==> src/rtl/i2s_master_stereo.sv <==
// Stereo I2S bus master: generates bclk/lrclk, serializes a 16-bit L/R pair on tx
// and deserializes rx into a L/R pair every 64-bit frame.
module i2s_master_stereo #(
  parameter int unsigned DIVW = 8
) (
  input  logic            clk,
  input  logic            rstn,
  input  logic            enable,
  input  logic [DIVW-1:0] div,
  input  logic [4:0]      align,
  input  logic            tx_valid,
  output logic            tx_ready,
  input  logic [15:0]     tx_left,
  input  logic [15:0]     tx_right,
  output logic            bclk,
  output logic            lrclk,
  output logic            tx,
  input  logic            rx,
  output logic            rx_valid,
  output logic [15:0]     rx_left,
  output logic [15:0]     rx_right,
  output logic            underrun
);

  localparam int unsigned SW = 16;
  localparam int unsigned BW = 6;

  logic [DIVW-1:0] cnt, div_q;
  logic [BW-1:0]   bcnt;
  logic            hold_full, primed;
  logic [SW-1:0]   hold_l, hold_r;
  logic [SW-1:0]   tx_sh_l, tx_sh_r;
  logic [SW-1:0]   rx_sh_l, rx_sh_r;

  logic            wrap, rise_ev, fall_ev, boundary, win_c, win_n, tx_bit;
  logic [BW-1:0]   bcnt_n;
  logic [4:0]      a_eff, pos_c, pos_n, off_c, off_n;
  logic [3:0]      bit_n;
  logic [SW-1:0]   ld_l, ld_r, ch_n;

  assign tx_ready = enable & ~hold_full;

  // Event decode and the tx bit for the slot position about to be entered
  always_comb begin
    wrap     = (cnt == div_q);
    rise_ev  = wrap & ~bclk;
    fall_ev  = wrap & bclk;
    bcnt_n   = bcnt + BW'(1);
    boundary = fall_ev & (bcnt_n == '0);
    a_eff    = (align > 5'd16) ? 5'd16 : align;
    pos_c    = bcnt[4:0];
    pos_n    = bcnt_n[4:0];
    off_c    = pos_c - a_eff;
    off_n    = pos_n - a_eff;
    win_c    = (pos_c >= a_eff) && (off_c <= 5'd15);
    win_n    = (pos_n >= a_eff) && (off_n <= 5'd15);
    ld_l     = tx_sh_l;
    ld_r     = tx_sh_r;
    if (boundary) begin
      ld_l = hold_full ? hold_l : '0;
      ld_r = hold_full ? hold_r : '0;
    end
    ch_n   = bcnt_n[5] ? ld_r : ld_l;
    bit_n  = 4'd15 - off_n[3:0];
    tx_bit = win_n ? ch_n[bit_n] : 1'b0;
  end

  always_ff @(posedge clk or negedge rstn) begin
    if (!rstn) begin
      cnt       <= '0;
      div_q     <= '0;
      bcnt      <= '1;
      hold_full <= 1'b0;
      hold_l    <= '0;
      hold_r    <= '0;
      primed    <= 1'b0;
      tx_sh_l   <= '0;
      tx_sh_r   <= '0;
      rx_sh_l   <= '0;
      rx_sh_r   <= '0;
      bclk      <= 1'b0;
      lrclk     <= 1'b0;
      tx        <= 1'b0;
      rx_valid  <= 1'b0;
      rx_left   <= '0;
      rx_right  <= '0;
      underrun  <= 1'b0;
    end else if (!enable) begin
      // Disabled: hold everything at reset values; div is tracked so the first half period is exact
      cnt       <= '0;
      div_q     <= div;
      bcnt      <= '1;
      hold_full <= 1'b0;
      hold_l    <= '0;
      hold_r    <= '0;
      primed    <= 1'b0;
      tx_sh_l   <= '0;
      tx_sh_r   <= '0;
      rx_sh_l   <= '0;
      rx_sh_r   <= '0;
      bclk      <= 1'b0;
      lrclk     <= 1'b0;
      tx        <= 1'b0;
      rx_valid  <= 1'b0;
      rx_left   <= '0;
      rx_right  <= '0;
      underrun  <= 1'b0;
    end else begin
      rx_valid <= 1'b0;
      underrun <= 1'b0;
      if (wrap) begin
        cnt   <= '0;
        div_q <= div;
        bclk  <= ~bclk;
      end else begin
        cnt <= cnt + DIVW'(1);
      end
      if (fall_ev) begin
        bcnt  <= bcnt_n;
        lrclk <= bcnt_n[5];
        tx    <= tx_bit;
      end
      if (rise_ev && win_c) begin
        if (bcnt[5]) rx_sh_r <= {rx_sh_r[SW-2:0], rx};
        else         rx_sh_l <= {rx_sh_l[SW-2:0], rx};
      end
      // Frame boundary: reload tx pair, publish previous frame's rx pair
      if (boundary) begin
        tx_sh_l  <= ld_l;
        tx_sh_r  <= ld_r;
        underrun <= ~hold_full;
        if (hold_full) hold_full <= 1'b0;
        if (primed) begin
          rx_left  <= rx_sh_l;
          rx_right <= rx_sh_r;
          rx_valid <= 1'b1;
        end
        primed <= 1'b1;
      end
      if (tx_valid && tx_ready) begin
        hold_full <= 1'b1;
        hold_l    <= tx_left;
        hold_r    <= tx_right;
      end
    end
  end

endmodule
==> config.mk <==
export PLATFORM = sky130hd
export DESIGN_NAME = i2s_master_stereo
export DESIGN_NICKNAME = d
export VERILOG_FILES = /design/src/rtl/i2s_master_stereo.sv
export SDC_FILE = /design/constraint.sdc
export NUM_CORES = 1
export LEC_CHECK = 0
export CAP_MARGIN = 20
export CORE_UTILIZATION = 40
export DETAILED_ROUTE_END_ITERATION = 10
export SYNTH_ARGS = -nofsm -noshare
export SYNTH_HDL_FRONTEND = slang
export SYNTH_SLANG_ARGS = --single-unit
==> constraint.sdc <==
create_clock -name clk -period 4.04 [get_ports clk]
set_input_delay 0.808 -clock clk [delete_from_list [all_inputs] [get_ports clk]]
set_output_delay 0.808 -clock clk [all_outputs]
set_load 0.01 [all_outputs]
* Word level (Yosys, flattened, before mapping) *
Cells that the tools add are included.
Widths: inputs -> output; s select.

storage, ports and cells
  bits in registers = 157
  bits in latches = 0
  bits in writable memories = 0
  bits in read-only memories = 0
  memories = 0

cells by class
  add/subtract/negate cells = 5
  multipliers = 0
  div/mod/pow operators = 0
  $lt $le $gt $ge = 6
  eq/ne operators = 10
  shifts and indexed selects = 0
  muxes and demuxes = 51
  bitwise operators = 6
  reduce and logical (&&, ||, !) cells = 8

operators by type and width
  operator             number
  $mux 16              25
  $mux 8               4
  $mux 1               18
  $ne 2x1->1 const B   7
  $mux 6               2
  $ge 5x5->1           2
  $le 5x4->1 const B   2
  $sub 5x5->5          2
  $add 8x1->8 const B  1
  $eq 8x8->1           1
  $add 6x1->6 const B  1
  $logic_not 6->1      1
  $reduce_and 2->1     3
  $gt 5x5->1 const B   1
  $lt 4x5->1 const B   1
  $mux 5               1
  $and 1x1->1          4
  $bmux 1 s4           1
  $logic_and 1x1->1    4
  $sub 4x4->4 const A  1
  $ne 3x1->1 const B   1
  $ne 2x2->1 const B   1
  $not 1->1            2

* Logic depth before layout (Yosys ltp) *
Gate-level depths: netlist of run 1.

  word-level depth = 10
  depth in mapped cells = 13

* Least setup slack after synthesis of run 1 *
OpenSTA, ideal clock, no wires.

  path kind = input -> register
  from = input align[0]
  to = register tx
  library setup time = 0.122 ns
  data arrival time = 3.020 ns
  required time = 3.918 ns
  path slack = 0.898 ns
  stages on the path = 11
  path through = nor2b_1 > ha_1 > fa_1 > nor2b_1 > nor2_1 > mux2_2 > a31oi_1 > o21ai_1 > nor4_1 > o21ai_0 > a32o_1

on the way
  longest elaborated chain between the ends = 9
  elaborated cells between the ends (all ways) = 12
  classes of those cells = add/sub (2); order compare (3); mux (6); reduce/logical (1)

ends and longest elaborated chain
  element                       RTL line  RTL
  start, declared               10        input logic [4:0] align,
  $gt 5x5->1                    50        a_eff = (align > 5'd16) ? 5'd16 : align;
  $mux 5 *                      50
  $sub 5x5->5                   54        off_n = pos_n - a_eff;
  $sub 4x4->4                   64        bit_n = 4'd15 - off_n[3:0];
  $bmux 1 s4                    65        tx_bit = win_n ? ch_n[bit_n] : 1'b0;
  $mux 1 (implied by the code)  65
  $mux 1 *                      65
  $mux 1 *                      118       if (fall_ev) begin
  $mux 1 *                      88        end else if (!enable) begin
  end signal, assigned          121       tx <= tx_bit;
  end, declared                 17        output logic tx,

Every way passes the cells marked *; elsewhere a longest branch is shown, timed or not. The select of a mux whose other input is x is not followed.
A chain may end at the register's enable or synchronous reset.

* Worst setup path after layout of run 1 *
  from = input align[0]
  to = register rx_sh_l[7]

on the way
  longest elaborated chain between the ends = 8
  elaborated cells between the ends (all ways) = 9
  classes of those cells = add/sub (1); order compare (3); eq/ne (1); mux (1); reduce/logical (3)

ends and longest elaborated chain
  element                              RTL line  RTL
  $gt 5x5->1                           50
  $mux 5 *                             50
  $sub 5x5->5                          53        off_c = pos_c - a_eff;
  $le 5x4->1                           55        win_c = (pos_c >= a_eff) && (off_c <= 5'd15);
  $logic_and 1x1->1 *                  55
  $logic_and 1x1->1 *                  123       if (rise_ev && win_c) begin
  $ne 2x1->1 (no source line) *        -
  $reduce_and 2->1 (no source line) *  -
  end signal, assigned                 125       else rx_sh_l <= {rx_sh_l[SW-2:0], rx};
  end, declared                        33        logic [SW-1:0] rx_sh_l, rx_sh_r;

Every way passes the cells marked *; elsewhere a longest branch is shown, timed or not.

==> impl_metrics.toml, run 1 <==
[global_route]
first_global_vias = 5567
grt_overflow = 0
pin_count_of_the_biggest_net_entering_global_routing = 95
initial_antenna_violation_count = 0
wire_length_of_the_first_global_routing_pass_mm = 28.3
grt_util_all_layers = 0.197

[clocking]
number_of_gates_given_a_new_drive_strength_after_cts = 0
cts_tree = "done"
clock-sinks = 157
post_cts_setup_buffer_count = 0
cts_htree_levels = 4
clkSlewWorstSetupHoldPaths_ns = 0.07
max-clock-path-buffers = 2
worst_skew_pair.late_latency_ns = 0.43
holdBufCountCts = 0
numCtsBuffers = 17
ctsRootBufferMaster = "sky130_fd_sc_hd__clkbuf_16"

[pwr]
power.share.clock = 0.471
power_per_cell_area_nw_per_um2 = 395
maximum_vdd_drop_uv = 313
int_power_mw = 2.72
power.combinational.fraction = 0.071
totalPowerFinal_mw = 3.58
power.static_leakage_nw = 4.01
power_frac_seq = 0.458
total_switching_power_mw = 0.858
power_switching_share = 0.240

[routing]
via_density_per_instance = 5.27
totalWireLength_mm = 17.0
drc = 0
dr_total_vias = 5608
drtAntennaViolNets = 0
route.detailed.wl_per_inst_um = 15.9
wl_met2_mm = 8.23
iteration_count_of_the_initial_detailed_routing_pass = 5
drt_first_iter_violations = 333
met3_length_um = 626
drt-met1-wl_mm = 7.83
top_layer_used = "met4"

[synth]
synthesized_area_divided_by_synthesized_cell_count_um2 = 9.78
synthesis.nets = 813
netlist.area_leader.share = 0.516
synth_cell_types = 52
ys_seq_area_frac = 0.538
synthesis.yosys.warnings = 0
cell_count_after_synthesis = 748
netlist_area_um2 = 7320
synth_most_common_cell = "sky130_fd_sc_hd__nand2_1"
synth_area_leader_cell = "sky130_fd_sc_hd__dfrtp_1"
async_sr_flop_fraction = 1.00
netlist_top_cells_area = "sky130_fd_sc_hd__dfrtp_1, sky130_fd_sc_hd__nand2_1, sky130_fd_sc_hd__a21boi_0"
synth_flop_cell = "sky130_fd_sc_hd__dfrtp_1"
synth-edff-count = 0
synth.top_cells.by_count = "sky130_fd_sc_hd__nand2_1, sky130_fd_sc_hd__dfrtp_1, sky130_fd_sc_hd__nand3_1"
ys_ff_latch = 157

[outcome]
run_status = "finished clean"

[cells_and_area]
num_antenna_cells = 0
num-nets-final = 888
syn_to_final_growth_pct = 23.8
fraction_of_layout_cells_with_a_size_suffix_above_1 = 0.0957

[setup_path]
reg2reg_to = "tx"
startpoint_type = "input port"
crit-reg2reg-launch = "bcnt[0]"
worst_r2r_path_depth = 11
critical_path_arrival_ns = 3.71
critical_path_required_ns = 4.37
worstPathMaxFanout = 16
path_cells = "clkdlybuf4s50_1 -> nor2b_1 -> ha_1 -> inv_1 -> fa_1 -> a21o_1 -> nand2_1 -> a31oi_1 -> a2111oi_2 -> nor2b_1 -> buf_4 -> nand2_1 -> a21boi_0"
worstPathBufferInverterCount = 3
type_of_element_capturing_the_critical_path = "flip-flop"
critPathLaunch = "align[0]"
r2r_slack_ns = 0.68
crit_family = "compound AO/OA/AOI/OAI gates"
crit_path_max_incr_delay_ns = 0.60
worst_path_max_delay_cell = "sky130_fd_sc_hd__a2111oi_2"
path_class = "in2reg"

[hold_path]
hold_class = "in2async"

[placed_design]
place.detailed.hpwl_mm = 11.9
finalWeightedCongestion = 0.853
portBuffers = 87

[sta]
fin_crit_ns = 3.38
timing.clock.skew_ns = 0.0111
fin_worst_hold_slack_ns = 0.464
setup_viol = 0
report.final.hold_viol_count = 0
fmaxAchievable_mhz = 296
worst_slew_pin_slew_ns = 1.01
timing.final.crit_share = 0.837
rsz0062_at_grt = "no"
setup-tns-final_ns = 0
timing.slew.headroom = 0.329
report.final.slew_viol_count = 0

[floorplanning]
die_x_um = 137
initial_utilization = 0.407
die_height_um = 137
io_pins = 88
floorplan.core_area_um2 = 18000
die-area_um2 = 18800
rows = 49

[job]
max_cap_viol_count = 0
[cells by family after synthesis]
family | count (synthesis) | share of synthesized area
muxes | 11 | 0.0169
adders and majority gates | 15 | 0.0277
DFF | 157 | 0.538
and+or+nand+nor | 325 | 0.201
buffers and inverters | 62 | 0.0345
AOI/OAI and AO/OA | 155 | 0.155
xor gates and xnor gates | 23 | 0.0275
[final cells by class]
type / instances / area, µm²
well taps: 229 / 287
flip-flops and latches: 157 / 3940
repair buffers: 107 / 1040
clock inverters: 14 / 181
clock buffers: 18 / 439
fillers: 1639 / 8900
multi-input cells: 529 / 3130
inverters: 11 / 41.3
[flip-flops by register name, indices dropped and copies added (netlist names)]
name and cells:
hold_l 16, hold_r 16, rx_left 16, rx_right 16, rx_sh_l 16, rx_sh_r 16, tx_sh_l 16, tx_sh_r 16
cnt 8, div_q 8, bcnt 6, bclk 1, hold_full 1, lrclk 1, primed 1, rx_valid 1
tx 1, underrun 1
[stage by stage]
step | utilization | instance area (µm²) | worst slack, ns | instances
4_1_cts | 0.503 | 9030 | 0.667 | 1064
5_1_grt | 0.504 | 9060 | 0.379 | 1065
6_report | 0.504 | 9060 | 0.660 | 1065
3_3_place_gp | 0.468 | 8400 | 0.344 | 1031
3_5_place_dp | 0.468 | 8410 | 0.211 | 1032
2_1_floorplan | - | 7320 | 0.898 | 748
[how the worst max path moves through the flow]
stage	cells past startpoint	slack [ns]	endpoint
2_1_floorplan	11	0.90	tx
3_3_place_gp	13	0.34	tx
3_5_place_dp	13	0.21	rx_sh_l[7]
4_1_cts	13	0.67	rx_sh_l[7]
5_1_grt	13	0.38	rx_sh_r[6]
6_report	13	0.66	rx_sh_l[7]
[per-layer routing]
layer,vias to the layer above,global-route usage
met5,-,0
met4,0,0.0739
met1,2737,0.258
met3,23,0.0357
met2,126,0.323
li1,2722,-
[cell usage in the layout, fill, tap and decap left out, types with 6 or more instances in the layout]
master / count
sky130_fd_sc_hd__xor2_1: 16
sky130_fd_sc_hd__dfstp_2: 6
sky130_fd_sc_hd__a22o_1: 33
sky130_fd_sc_hd__o21ai_0: 18
sky130_fd_sc_hd__mux2_2: 11
sky130_fd_sc_hd__a31oi_1: 10
sky130_fd_sc_hd__nor2_1: 27
sky130_fd_sc_hd__nor2b_1: 9
sky130_fd_sc_hd__and3_1: 7
sky130_fd_sc_hd__inv_1: 11
sky130_fd_sc_hd__nor3_1: 12
sky130_fd_sc_hd__xnor2_1: 7
sky130_fd_sc_hd__ha_1: 13
sky130_fd_sc_hd__buf_4: 18
sky130_fd_sc_hd__a21boi_0: 58
sky130_fd_sc_hd__nand2_1: 184
sky130_fd_sc_hd__a21oi_1: 12
sky130_fd_sc_hd__clkbuf_16: 17
sky130_fd_sc_hd__dfrtp_1: 151
sky130_fd_sc_hd__clkdlybuf4s50_1: 85
sky130_fd_sc_hd__nand3_1: 66
[power by group through the flow]
| stage | sequential (mW) | clock (mW) | combinational (mW) |
|---|---|---|---|
| finish | 1.64 | 1.69 | 0.255 |
| global route | 1.64 | 1.79 | 0.286 |
| CTS | 1.64 | 1.72 | 0.256 |
| detailed placement | 1.67 | 0 | 0.255 |
| global placement | 1.67 | 0 | 0.248 |
| floorplan | 1.66 | 0 | 0.141 |
Note: power is estimated with default switching activity, not from simulation.
==> run 2, diff against run 1 <==
- clock period: 4.04 -> 3.1 ns (I/O delays scaled with it)
==> run 2 against run 1 <==
  * Register-to-register slack got worse by 0.58 ns
  * Via count increased by 2.2%
  * Sequential share of layout area is 1.3 points lower
  * Largest cell class unchanged
==> impl_metrics.toml, run 2 (synthesis results as in run 1) <==
[setup_path]
crit-reg2reg-launch = "bcnt[0]"
path_cells = "ha_4 -> xor2_1 -> ha_1 -> inv_1 -> nor2_1 -> nor2_2 -> buf_4 -> mux2_2 -> a31oi_1 -> o21ai_0 -> nor3_1 -> o21ai_1 -> a32o_1"
path_class = "reg2reg"
worstPathBufferInverterCount = 2
type_of_element_capturing_the_critical_path = "flip-flop"
startpoint_type = "flip-flop"
worst_path_max_delay_cell = "sky130_fd_sc_hd__dfstp_2"
critical_path_arrival_ns = 3.31
worstPathMaxFanout = 8
critPathLaunch = "bcnt[0]"
critical_path_required_ns = 3.41
crit_path_max_incr_delay_ns = 0.67
crit_family = "flip-flops"

[cells_and_area]
syn_to_final_growth_pct = 27.8
num_antenna_cells = 0
mostFrequentLayoutCell = "sky130_fd_sc_hd__nand2_1"
n_fill_cell = 1594
layout.core_utilization = 0.521
multi_input_comb_area_um2 = 3190
stdcell_area_um2 = 9350
fraction_of_layout_cells_with_a_size_suffix_above_1 = 0.135
layout_common_cells = "sky130_fd_sc_hd__nand2_1, sky130_fd_sc_hd__dfrtp_1, sky130_fd_sc_hd__clkdlybuf4s50_1, sky130_fd_sc_hd__nand3_1, sky130_fd_sc_hd__a21boi_0"
num-nets-final = 917
footprint_of_the_flip_flops_and_latches_um2 = 3940

[global_route]
initial_antenna_violation_count = 0
grt_util_all_layers = 0.195
grt_overflow = 0
first_global_vias = 5698
pin_count_of_the_biggest_net_entering_global_routing = 75
wire_length_of_the_first_global_routing_pass_mm = 28.2

[clocking]
cts_tree = "done"
max-clock-path-buffers = 2
cts_htree_levels = 4
clock-sinks = 157
worst_skew_pair.late_latency_ns = 0.42
clkSlewWorstSetupHoldPaths_ns = 0.06
numCtsBuffers = 17
holdBufCountCts = 0
ctsRootBufferMaster = "sky130_fd_sc_hd__clkbuf_16"

[sta]
setup_viol = 0
report.final.slew_viol_count = 0
fin_crit_ns = 3.00
setup-tns-final_ns = 0
timing.slew.headroom = 0.323
fin_worst_hold_slack_ns = 0.203
report.final.hold_viol_count = 0
timing.clock.skew_ns = 0.0105
fmaxAchievable_mhz = 333
rsz0062_at_grt = "yes"
worst_slew_pin_slew_ns = 1.02
timing.final.crit_share = 0.969
post-route-worst-setup-slack_ns = 0.0956

[routing]
drt_first_iter_violations = 326
route.detailed.wl_per_inst_um = 15.4
iteration_count_of_the_initial_detailed_routing_pass = 4
dr_total_vias = 5733
drc = 0
totalWireLength_mm = 16.9
drtAntennaViolNets = 0
via_density_per_instance = 5.24

[placed_design]
post-place-ws_ns = -0.458
portBuffers = 87
place.detailed.hpwl_mm = 11.8
dpl_cell_area_um2 = 8640
finalWeightedCongestion = 0.841

[hold_path]
hold_class = "in2async"

[floorplanning]
io_pins = 88
die_height_um = 137
initial_utilization = 0.407
rows = 49
floorplan.core_area_um2 = 18000
die_x_um = 137
die-area_um2 = 18800

[job]
max_cap_viol_count = 0

[pwr]
power.static_leakage_nw = 4.18
maximum_vdd_drop_uv = 431
power_per_cell_area_nw_per_um2 = 499

[outcome]
run_status = "finished clean"
## run 2: area by class of cell
type                       count  area share
sequential                   157       0.421
multi-input combinational    529       0.341
timing repair buffer         136       0.136
clock buffer                  20      0.0499
tap                          229      0.0306
clock inverter                12      0.0171
inverter                      11     0.00441
## run 2: metrics by stage
step	std cells	power, mW
2_1_floorplan	748	2.34
5_1_grt	1094	4.86
6_report	1094	4.66
4_1_cts	1090	4.71
3_5_place_dp	1058	2.53
3_3_place_gp	1058	2.52
## run 2: power by group
group | internal, mW | switching (mW)
Clock | 1.34 | 0.833
Sequential | 2.10 | 0.0413
Combinational | 0.165 | 0.192
## run 2: worst register-to-register path, stage by stage (launching register included)
cell and delay (ns):
sky130_fd_sc_hd__dfstp_2 0.67, sky130_fd_sc_hd__ha_4 0.20, sky130_fd_sc_hd__xor2_1 0.17, sky130_fd_sc_hd__ha_1 0.29, sky130_fd_sc_hd__inv_1 0.08, sky130_fd_sc_hd__nor2_1 0.07
sky130_fd_sc_hd__nor2_2 0.19, sky130_fd_sc_hd__buf_4 0.15, sky130_fd_sc_hd__mux2_2 0.32, sky130_fd_sc_hd__a31oi_1 0.16, sky130_fd_sc_hd__o21ai_0 0.10, sky130_fd_sc_hd__nor3_1 0.18
sky130_fd_sc_hd__o21ai_1 0.10, sky130_fd_sc_hd__a32o_1 0.22
## run 2: routing by layer
layer  vias to the layer above  wire length, µm  global-route usage
li1                       2781                -                   -
met1                      2773             7740               0.257
met2                       151             8060               0.311
met3                        28              696              0.0453
met4                         0              373              0.0757
met5                         -                0                   0
## run 2: repair_timing
item                       in CTS  in global routing
pin swaps                       1                  3
gates resized for setup         0                 16
buffers inserted                0                  4
setup endpoints to repair       1                 32
## run 2: path summary, 6_finish.rpt
kind,endpoint,slack [ns],cells past startpoint
max,tx,0.1,13
max in group asynchronous,div_q[7],2.09,2
max reg2reg,tx,0.1,13
min,rx_left[4],0.20,1
min in group clk,rx_right[15],0.50,1
min reg2reg,rx_right[15],0.50,1
